<file path="config.mk">
export PLATFORM = sky130hd
export DESIGN_NAME = digit_sprite_renderer
export DESIGN_NICKNAME = d
export VERILOG_FILES = /design/src/rtl/digit_sprite_renderer.sv
export SDC_FILE = /design/constraint.sdc
export NUM_CORES = 1
export LEC_CHECK = 0
export BUFFER_PORTS_ARGS = -buffer_cell sky130_fd_sc_hd__buf_2
export CORE_MARGIN = 2
export CORE_UTILIZATION = 57
export CTS_CLUSTER_SIZE = 8
export DETAILED_ROUTE_END_ITERATION = 10
export PLACE_DENSITY = 0.85
export SLEW_MARGIN = 10
export SYNTH_ARGS = -nofsm -noshare
export SYNTH_HDL_FRONTEND = slang
export SYNTH_SLANG_ARGS = --single-unit
</file>
<file path="constraint.sdc">
create_clock -name clk -period 4.9 [get_ports clk]
set_input_delay 0.245 -clock clk [delete_from_list [all_inputs] [get_ports clk]]
set_output_delay 0.245 -clock clk [all_outputs]
set_load 0.01 [all_outputs]
</file>
<file path="src/rtl/digit_sprite_renderer.sv">
// Three-stage sprite compositor in front of the digit ROMs: maps scan position to sprite
// row/col, aligns video/sync/background with ROM latency, and keys out transparent pixels.
module digit_sprite_renderer #(
   parameter int          SPR_W       = 25,
   parameter int          SPR_H       = 30,
   parameter int          SCALE_SHIFT = 0,
   parameter logic [11:0] KEY_COLOR   = 12'hFFF
) (
   input  logic        clk,
   input  logic        rst_n,
   input  logic        frame_start,
   input  logic [3:0]  digit_in,
   input  logic [9:0]  sprite_x,
   input  logic [9:0]  sprite_y,
   input  logic [9:0]  pixel_x,
   input  logic [9:0]  pixel_y,
   input  logic        video_on,
   input  logic [1:0]  sync_in,
   input  logic [11:0] bg_color,
   output logic [4:0]  rom_row,
   output logic [4:0]  rom_col,
   output logic [3:0]  rom_sel,
   input  logic [11:0] rom_color,
   output logic [11:0] rgb_out,
   output logic        video_on_out,
   output logic [1:0]  sync_out
);

   localparam logic [10:0] W_SPAN = 11'(SPR_W << SCALE_SHIFT);
   localparam logic [10:0] H_SPAN = 11'(SPR_H << SCALE_SHIFT);

   logic [3:0]  digit_q;
   logic [9:0]  sx_q, sy_q;
   logic [10:0] px, py, sx, sy, dx, dy;
   logic        hit;

   logic        hit_d1, von_d1, hit_d2, von_d2;
   logic [1:0]  sync_d1, sync_d2;
   logic [11:0] bg_d1, bg_d2;

   // Latched once per frame so a score update never tears mid-frame.
   always_ff @(posedge clk or negedge rst_n) begin
      if (!rst_n) begin
         digit_q <= 4'hF;
         sx_q    <= '0;
         sy_q    <= '0;
      end else if (frame_start) begin
         digit_q <= digit_in;
         sx_q    <= sprite_x;
         sy_q    <= sprite_y;
      end
   end

   // 11-bit bounds so a sprite hugging the right/bottom edge cannot wrap around to 0.
   assign px = {1'b0, pixel_x};
   assign py = {1'b0, pixel_y};
   assign sx = {1'b0, sx_q};
   assign sy = {1'b0, sy_q};
   assign dx = px - sx;
   assign dy = py - sy;

   assign hit = video_on
              & (px >= sx) & (px < sx + W_SPAN)
              & (py >= sy) & (py < sy + H_SPAN)
              & (digit_q <= 4'd9);

   always_ff @(posedge clk or negedge rst_n) begin
      if (!rst_n) begin
         rom_row <= '0;
         rom_col <= '0;
         rom_sel <= '0;
         hit_d1  <= 1'b0;
         von_d1  <= 1'b0;
         sync_d1 <= '0;
         bg_d1   <= '0;
      end else begin
         rom_row <= hit ? 5'(dy >> SCALE_SHIFT) : 5'd0;
         rom_col <= hit ? 5'(dx >> SCALE_SHIFT) : 5'd0;
         rom_sel <= digit_q;
         hit_d1  <= hit;
         von_d1  <= video_on;
         sync_d1 <= sync_in;
         bg_d1   <= bg_color;
      end
   end

   // Covers the ROM's registered read.
   always_ff @(posedge clk or negedge rst_n) begin
      if (!rst_n) begin
         hit_d2  <= 1'b0;
         von_d2  <= 1'b0;
         sync_d2 <= '0;
         bg_d2   <= '0;
      end else begin
         hit_d2  <= hit_d1;
         von_d2  <= von_d1;
         sync_d2 <= sync_d1;
         bg_d2   <= bg_d1;
      end
   end

   always_ff @(posedge clk or negedge rst_n) begin
      if (!rst_n) begin
         rgb_out      <= '0;
         video_on_out <= 1'b0;
         sync_out     <= '0;
      end else begin
         if (!von_d2)
            rgb_out <= '0;
         else if (hit_d2 && (rom_color != KEY_COLOR))
            rgb_out <= rom_color;
         else
            rgb_out <= bg_d2;
         video_on_out <= von_d2;
         sync_out     <= sync_d2;
      end
   end

endmodule

</file>
==> results of run 1 <==
## layout by cell type (no fill, tap or decap), types with 3 or more instances in the layout
cell type	Yosys	final
inv_1	27	27
dfrtp_1	81	81
xnor2_1	17	17
and3_1	3	3
nor2_1	4	4
a21o_1	7	7
nor3_2	10	10
nor2b_1	13	13
nor3_1	5	5
dlygate4sd3_1	0	14
mux2_2	5	5
a21oi_1	15	15
ha_1	41	41
nand3_1	5	5
xor2_1	4	4
dfstp_2	4	4
a2111oi_0	3	3
nand2_1	26	26
clkbuf_8	0	9
nand4_1	8	8
buf_2	2	101
o211ai_1	3	3
o21ai_0	21	21
mux2i_1	12	12
## metrics by stage
| stage | hold WS [ns] | std cells | worst slack, ns | instance area [um^2] | power (mW) |
|---|---|---|---|---|---|
| global placement | 0.333 | 528 | 1.79 | 4600 | 1.07 |
| finish | 0.0227 | 558 | 1.69 | 4950 | 1.57 |
| global route | 0.0253 | 558 | 1.46 | 4950 | 1.66 |
| floorplan | -0.0506 | 339 | 2.29 | 4000 | 0.975 |
| detailed placement | 0.335 | 528 | 1.59 | 4600 | 1.08 |
| CTS | 0.00186 | 557 | 1.56 | 4920 | 1.58 |
## path summary, 6_finish.rpt
kind	slack [ns]	from	cells past startpoint	endpoint
min in group asynchronous	0.05	rst_n	1	rom_row[3]
max in group asynchronous	4.15	rst_n	1	rom_col[2]
min reg2reg	0.34	von_d1	0	von_d2
min	0.02	video_on	1	von_d1
max	1.69	sy_q[1]	11	rom_row[4]
max reg2reg	1.69	sy_q[1]	11	rom_row[4]
## registers in the layout (all words and copies together), names as in the netlist
signal        count
bg_d1            12
bg_d2            12
rgb_out          12
sx_q             10
sy_q             10
rom_col           5
rom_row           5
digit_q           4
rom_sel           4
sync_d1           2
sync_d2           2
sync_out          2
hit_d1            1
hit_d2            1
video_on_out      1
von_d1            1
von_d2            1
## routing by layer
layer | vias to the layer above | track usage (%)
met3 | 16 | 3.39
met2 | 85 | 39.5
met4 | 0 | 9.65
li1 | 1414 | -
met1 | 1377 | 27.9
met5 | - | 0
## cell families (layout without fill, tap and decap cells)
logic type,count (synthesis),count (layout)
adder cells (fa/ha/maj),43,43
flip-flops,85,85
buffers and inverters,36,159
AND/OR/NAND/NOR,77,77
multiplexers,17,17
AO/OA/AOI/OAI,60,60
XOR/XNOR,21,21
## final cells by class
cell class                      count  area, um^2  share of cell area, %
Sequential cell                    85        2130                   43.1
Clock buffer                        9         124                   2.50
Inverter                           27         101                   2.05
Clock inverter                      7        73.8                   1.49
Multi-Input combinational cell    218        1750                   35.3
Tap cell                           96         120                   2.43
Timing Repair Buffer              116         653                   13.2
## power by group
part | switching, mW | internal, mW
logic | 0.171 | 0.140
clock network | 0.286 | 0.201
registers | 0.0241 | 0.747
==> flow_metrics.tcl, run 1 <==
set metrics [dict create \
    status "finished clean" \
    hold_viol 0 \
    cp_num_buf_inv 1 \
    rsz0062_at_grt "no" \
    drv_cap 0 \
    crit_chain "inv_1, ha_1, and3_1, nor3_1, xnor2_1, ha_1, a21oi_1, nand2_1, a2111oi_0, o221ai_2, nor3_2" \
    synthCells 339 \
    cp_max_fo 11 \
    async_reset_ff_share_pct 100 \
    drive_gt1_share_pct 30.5 \
    muxShareOfSynthArea_pct 4.41 \
    area_growth_pct 23.7 \
    overflow 0 \
    dpl.hpwl_mm 6.10 \
    cts_tree "built" \
    synth-xor-area-share_pct 4.60 \
    ctsHoldBuffers 13 \
    clockRootBuffer "clkbuf_8" \
    antenna_cells 0 \
    die_h_um 87.8 \
    drt_pass1_iterations 4 \
    postLayoutCoreUtil_pct 72.9 \
    synth_simple_gate_area_share_pct 11.1 \
    rows 30 \
    cts_resized 0 \
    antenna_found_initial 0 \
    start_util_pct 58.9 \
    max_freq_mhz 311 \
    synth_top_family_by_area "adder cells" \
    cp_slowest_cell "a2111oi_0" \
    yosys-top-cells-area "dfrtp_1, ha_1, xnor2_1" \
    num_vias 2892 \
    wl_per_cell_um 14.9 \
    setup_viol_count_final 0 \
    cts_num_sinks 85 \
    synth_cell_types 36 \
    peakVddDrop_mv 0.158 \
    core_area_um2 6790 \
    fin_crit_sh_pct 65.6 \
    synth_top_area_share_pct 50.6 \
    netlist_area_um2 4000 \
    grt_pass1_wl_mm 13.4 \
    synth_fa_ha_area_share_pct 13.8 \
    worst-slew-pin-transition_ns 1.04 \
    postRouteAntennaNets 0 \
    cts_setup_buffers 0 \
    cp-end-kind "flop" \
    routed_via_density 5.18 \
    met2_length_mm 4.33 \
    drv_slew 0 \
    synth.avg_cell_area_um2 11.8 \
    wl_met3_um 312 \
    grt_max_degree 86 \
    dieArea_um2 7710 \
    nets 574 \
    routabilityCongestion 0.987 \
    htreeDepth 3 \
    cpLargestDelayFamily "compound AO/OA/AOI/OAI gates" \
    yosys.area.top_type "dfrtp_1" \
    criticalPathCategory "flop to flop" \
    hold_path_class "input port to flop" \
    synth_edf_count 0 \
    io_pins 103 \
    clk_pin_slew_ns 0.10 \
    leakagePower_nw 2.53 \
    fillCellCount 470 \
    tns_ns 0 \
    slew_headroom_pct 31.0 \
    synth_commonest_cells "dfrtp_1, ha_1, inv_1, nand2_1, o21ai_0" \
    grt_pass1_vias 2935 \
    grtUsageTotal_pct 22.6 \
    synth_top_flop_cell "dfrtp_1" \
    synth_warnings 0 \
    clock_skew_ns 0.0146 \
    synth.most_common_cell "dfrtp_1" \
    crit_top_cell "ha_1" \
    critPathMaxStageDelay_ns 0.56 \
    cts_made_buffers 9 \
    synth_compound_area_share_pct 9.19 \
    p_per_area_nw_per_um2 317 \
    syn-num-nets 456 \
    clock_latency_ns 0.35 \
    met1Wirelength_mm 3.48 \
    port_buffers 102 \
    clockBufferDepth 2 \
    drc 0 \
    route.top_layer_used "met4" \
    yosysSeqAreaShare_pct 53.3 \
    routed_wl_mm 8.30 \
    dieWidth_um 87.8 \
    crit_required_ns 5.17 \
    arrival_ns 3.48 \
    dr.first_iter.drc_count 143 \
    start_kind "flop" \
    fin_crit_ns 3.21 \
    ys_ff_latch 85 \
]
Power figures use the tool's default switching activity.
==> inputs of run 2 (changes only) <==
- CORE_UTILIZATION: 57 -> 53
- PLACE_DENSITY: 0.85 -> 0.8
- clock period: 4.9 -> 3.19 ns (I/O delays scaled with it)
==> run 2 against run 1 <==
Compared with the run above:
- the flow now finishes with violations (hold timing)
- critical path depth grew 1
- final area rose by 0.88%
- setup slack lost 1.4 ns
- die area grew 7.2%
- flip-flop and latch count stayed put
- clock power rose by 68%
- critical path type unchanged
==> flow_metrics.tcl, run 2 (synthesis gave the netlist of run 1 again) <==
set metrics [dict create \
    status "finished, violations left" \
    violations "hold timing" \
    cts_num_sinks 85 \
    postRouteAntennaNets 0 \
    hold_ws_ns -0.0241 \
    clk_pin_slew_ns 0.10 \
    cp_max_fo 11 \
    hold_path_class "input port to asynchronous set/reset pin" \
    drc 0 \
    area_growth_pct 24.8 \
    antenna_found_initial 0 \
    dr.first_iter.drc_count 90 \
    use_met1_pct 29.3 \
    wl_per_cell_um 15.3 \
    r2r_end "rom_col[4]" \
    fin_crit_sh_pct 91.2 \
    crit_chain "inv_1, ha_1, and3_1, nor3_1, xnor2_1, ha_1, a21oi_1, nand2_1, a2111oi_0, o221ai_1, buf_4, nor3_1" \
    dpl.hpwl_mm 6.08 \
    gr-usage-met3_pct 4.17 \
    start_kind "flop" \
    drive_gt1_share_pct 30.5 \
    place_inst 533 \
    clock_latency_ns 0.35 \
    nets 578 \
    final_common_cell "buf_2" \
    dieArea_um2 8260 \
    multiInputGateArea_um2 1730 \
    grt_pass1_vias 3049 \
    cp_slowest_cell "a2111oi_0" \
    fillCellCount 597 \
    cp_num_buf_inv 2 \
    crit_required_ns 3.45 \
    tns_ns 0 \
    leakagePower_nw 2.55 \
    grt_pass1_wl_mm 14.7 \
    start_util_pct 54.9 \
    reg_top3 "bg_d1 x12, bg_d2 x12, rgb_out x12" \
    drv_cap 0 \
    clock_skew_ns 0.0107 \
    grt_max_degree 86 \
    setup_ws_ns 0.280 \
    cts_setup_buffers 0 \
    port_buffers 102 \
    fin_crit_ns 2.91 \
    num_vias 2899 \
    dieWidth_um 90.9 \
    grtUsageTotal_pct 22.6 \
    criticalPathCategory "flop to flop" \
    top_usage_layer "met2" \
    cpLargestDelayFamily "compound AO/OA/AOI/OAI gates" \
    slew_headroom_pct 31.6 \
    final_cells 565 \
    peakVddDrop_mv 0.271 \
    seqCellArea_um2 2130 \
    routabilityCongestion 0.848 \
    cts_tree "built" \
    antenna_cells 0 \
    clockBufferDepth 2 \
    cp-end-kind "flop" \
    p_per_area_nw_per_um2 497 \
    die_h_um 90.9 \
    core_area_um2 7290 \
    rows 31 \
    overflow 0 \
    ff2ff_path_depth 12 \
    io_pins 103 \
    rsz0062_at_grt "no" \
    max_freq_mhz 344 \
    clockRootBuffer "clkbuf_8" \
    htreeDepth 3 \
    dp_slack_ns 0.331 \
    hold_viol 20 \
    routed_wl_mm 8.65 \
    grt_util_met2_pct 39.0 \
    arrival_ns 3.17 \
    drt_pass1_iterations 4 \
    r2r_slack_ns 0.28 \
    setup_viol_count_final 0 \
    rr_startpoint "sy_q[1]" \
    cts_made_buffers 9 \
    final_cell_mix "buf_2, dfrtp_1, ha_1, inv_1, nand2_1" \
    drv_slew 0 \
    worst-slew-pin-transition_ns 1.03 \
    routed_via_density 5.13 \
    critPathMaxStageDelay_ns 0.44 \
]
## run 2: cell type report
class / instances / share of cell area (%)
inverters: 27 / 2.03
clock buffers: 9 / 2.48
clock inverters: 7 / 1.88
repair buffers: 120 / 13.8
flip-flops and latches: 85 / 42.7
multi-input cells: 218 / 34.7
well taps: 99 / 2.48
## run 2: power breakdown
| part | switching [mW] | total, mW | internal, mW |
|---|---|---|---|
| combinational | 0.261 | 0.481 | 0.219 |
| sequential | 0.0372 | 1.18 | 1.15 |
| clock | 0.433 | 0.816 | 0.384 |
| total | 0.731 | 2.48 | 1.75 |
## run 2: how the worst max path moves through the flow
stage / slack, ns / endpoint / cells past startpoint / start
finish: 0.28 / rom_col[4] / 12 / sy_q[1]
global route: 0.07 / rom_col[3] / 12 / sy_q[1]
CTS: 0.30 / rom_col[3] / 12 / sy_q[1]
detailed placement: 0.33 / rom_col[4] / 12 / sy_q[1]
global placement: 0.46 / rom_col[4] / 12 / sy_q[1]
floorplan: 0.58 / rom_col[2] / 12 / sy_q[1]
## run 2: metrics by stage
stage	utilization, %	cell area, um^2	total power, mW
6_report	68.5	4990	2.48
5_1_grt	68.5	4990	2.63
4_1_cts	68.5	4990	2.49
3_5_place_dp	63.3	4620	1.67
3_3_place_gp	63.3	4620	1.64
2_1_floorplan	-	4000	1.50
## run 2: routing by layer
metal  vias to the layer above  share of wire [%]
met3                         9                5.0
met4                         0                1.1
li1                       1419                  -
met1                      1382                 44
met2                        89                 50
met5                         -                  0
## run 2: repair_timing
item	4_1_cts	5_1_grt
endpoints found under the hold margin	16	0
resized for setup	0	0
hold buffers	16	0
==> inputs of run 3 (changes only) <==
- PLACE_DENSITY: 0.8 -> default
- PLACE_DENSITY_LB_ADDON: default -> 0.25
==> run 3 against run 2 <==
Compared with the run above:
- the run now ends clean
- flip-flop and latch count did not move
- final cell count rose by 2.3%
- global-route usage fell by 0.75 points
- sequential share of layout area fell by 0.99 points
- sequential power barely moved
- largest cell class unchanged
- highest routed layer unchanged
==> flow_metrics.tcl, run 3 (synthesis gave the netlist of run 1 again) <==
set metrics [dict create \
    die_h_um 90.9 \
    setup_ws_ns 0.364 \
    status "finished clean" \
    cpLargestDelayFamily "simple AND/OR/NAND/NOR gates" \
    cts_made_buffers 9 \
    fillCellCount 573 \
    drt_pass1_iterations 5 \
    dpl.hpwl_mm 6.04 \
    peakVddDrop_mv 0.213 \
    p_clk_share_pct 30.9 \
    start_kind "flop" \
    htreeDepth 3 \
    fin_crit_sh_pct 88.6 \
    pwr-share-comb_pct 20.4 \
    final_cells 578 \
    cp_max_fo 11 \
    clk_pin_slew_ns 0.09 \
    multiInputGateArea_um2 1740 \
    rows 31 \
    routed_wl_mm 8.26 \
    setup_viol_count_final 0 \
    arrival_ns 3.11 \
    grtUsageTotal_pct 21.9 \
    critPathMaxStageDelay_ns 0.39 \
    dr.first_iter.drc_count 96 \
    drc 0 \
    crit_end "rom_col[4]" \
    reg_top3 "bg_d1 x12, bg_d2 x12, rgb_out x12" \
    wl_per_cell_um 14.3 \
    slew_headroom_pct 32.8 \
    r2r_slack_ns 0.36 \
    dp_slack_ns 0.298 \
    cp_num_buf_inv 2 \
    cp_slowest_cell "dfrtp_1" \
    cts_num_sinks 85 \
    place_inst 533 \
    startpoint "sy_q[1]" \
    postRouteAntennaNets 0 \
    clock_latency_ns 0.36 \
    cts_setup_buffers 0 \
    p_switching_uw 743 \
    p_seq_share_pct 48.7 \
    drv_cap 0 \
    grt_max_degree 86 \
    worst-slew-pin-transition_ns 1.01 \
    cp.depth 12 \
    clock_skew_ns 0.00792 \
    fin_crit_ns 2.83 \
    num_vias 2931 \
    place_area_um2 4620 \
    final_cell_mix "buf_2, dfrtp_1, ha_1, dlygate4sd3_1, inv_1" \
    ff2ff_path_depth 12 \
    rsz0062_at_grt "no" \
    leakagePower_nw 2.60 \
    area_growth_pct 27.7 \
    crit_required_ns 3.47 \
    p_int_mw 1.69 \
    clockBufferDepth 2 \
    grt_pass1_wl_mm 14.2 \
    postLayoutCoreUtil_pct 70.1 \
    max_freq_mhz 354 \
    criticalPathCategory "flop to flop" \
    rr_startpoint "sy_q[1]" \
    port_buffers 102 \
    final_common_cell "buf_2" \
    routed_via_density 5.07 \
    fin_area_um2 5110 \
    r2r_end "rom_col[4]" \
    switching_share_pct 30.5 \
    cp-end-kind "flop" \
    hold_viol 0 \
    antenna_cells 0 \
    dieArea_um2 8260 \
    io_pins 103 \
    cts_tree "built" \
    antenna_found_initial 0 \
    start_util_pct 54.9 \
    drive_gt1_share_pct 29.9 \
    overflow 0 \
    hold_path_class "input port to flop" \
    drv_slew 0 \
    crit_chain "inv_1, ha_1, and3_1, nor3_1, xnor2_1, ha_1, a21oi_1, nand2_1, a2111oi_2, o221ai_1, buf_4, nor3_1" \
    nets 591 \
    grt_pass1_vias 3044 \
    clockRootBuffer "clkbuf_8" \
    p_per_area_nw_per_um2 476 \
    routabilityCongestion 0.945 \
    seqCellArea_um2 2130 \
    dieWidth_um 90.9 \
    tns_ns 0 \
    core_area_um2 7290 \
]
-- run 3: changes by cell type in the layout (fill, tap and decap cells not counted) --
cell and delta:
dlygate4sd3_1 +13, a2111oi_0 -1, a2111oi_2 +1, bufinv_16 -1, clkinv_4 +1, clkinvlp_4 -1, inv_8 +1
-- run 3: final cells by class --
class / instances / area share (%)
Sequential cell: 85 / 41.7
Multi-Input combinational cell: 218 / 34.0
Clock buffer: 9 / 2.42
Tap cell: 99 / 2.42
Inverter: 27 / 1.98
Clock inverter: 7 / 1.49
Timing Repair Buffer: 133 / 16.0
-- run 3: worst min-delay path, cell delays in order --
cell and delay (ns):
buf_2 0.08, nand2_1 0.04, o21ai_0 0.06
-- run 3: what timing repair did --
item,CTS,global route
gates resized for setup,0,2
hold buffers,29,0
endpoints found under the setup margin,0,7
endpoints found under the hold margin,34,0
-- run 3: power groups by stage --
stage | Clock, mW | Sequential [mW] | Combinational [mW]
after global placement | 0 | 1.20 | 0.446
after global routing | 0.828 | 1.19 | 0.559
after detailed placement | 0 | 1.20 | 0.463
after floorplan | 0 | 1.21 | 0.292
final | 0.752 | 1.18 | 0.496
after CTS | 0.777 | 1.18 | 0.494
-- run 3: worst min path at each step --
stage | from | end | depth (start not counted) | slack [ns]
after floorplan | rst_n | bg_d1[0] | 0 | -0.14
after global placement | bg_color[8] | bg_d1[8] | 1 | 0.27
after detailed placement | sync_in[1] | sync_d1[1] | 1 | 0.27
after CTS | sprite_x[8] | sx_q[8] | 3 | 0.0003
after global routing | digit_in[3] | digit_q[3] | 2 | 0.01
final | sprite_x[8] | sx_q[8] | 3 | 0.02
-- run 3: through the flow --
stage               hold WS, ns  power (mW)
global route             0.0138        2.58
global placement          0.268        1.65
floorplan                -0.136        1.50
finish                   0.0162        2.43
detailed placement        0.269        1.67
CTS                    0.000337        2.45
-- run 3: layer usage --
metal	GRT usage, %	part of all wire [%]
met3	3.84	4.5
met1	28.9	46
met4	10.6	2.1
met5	0	0
met2	35.1	48
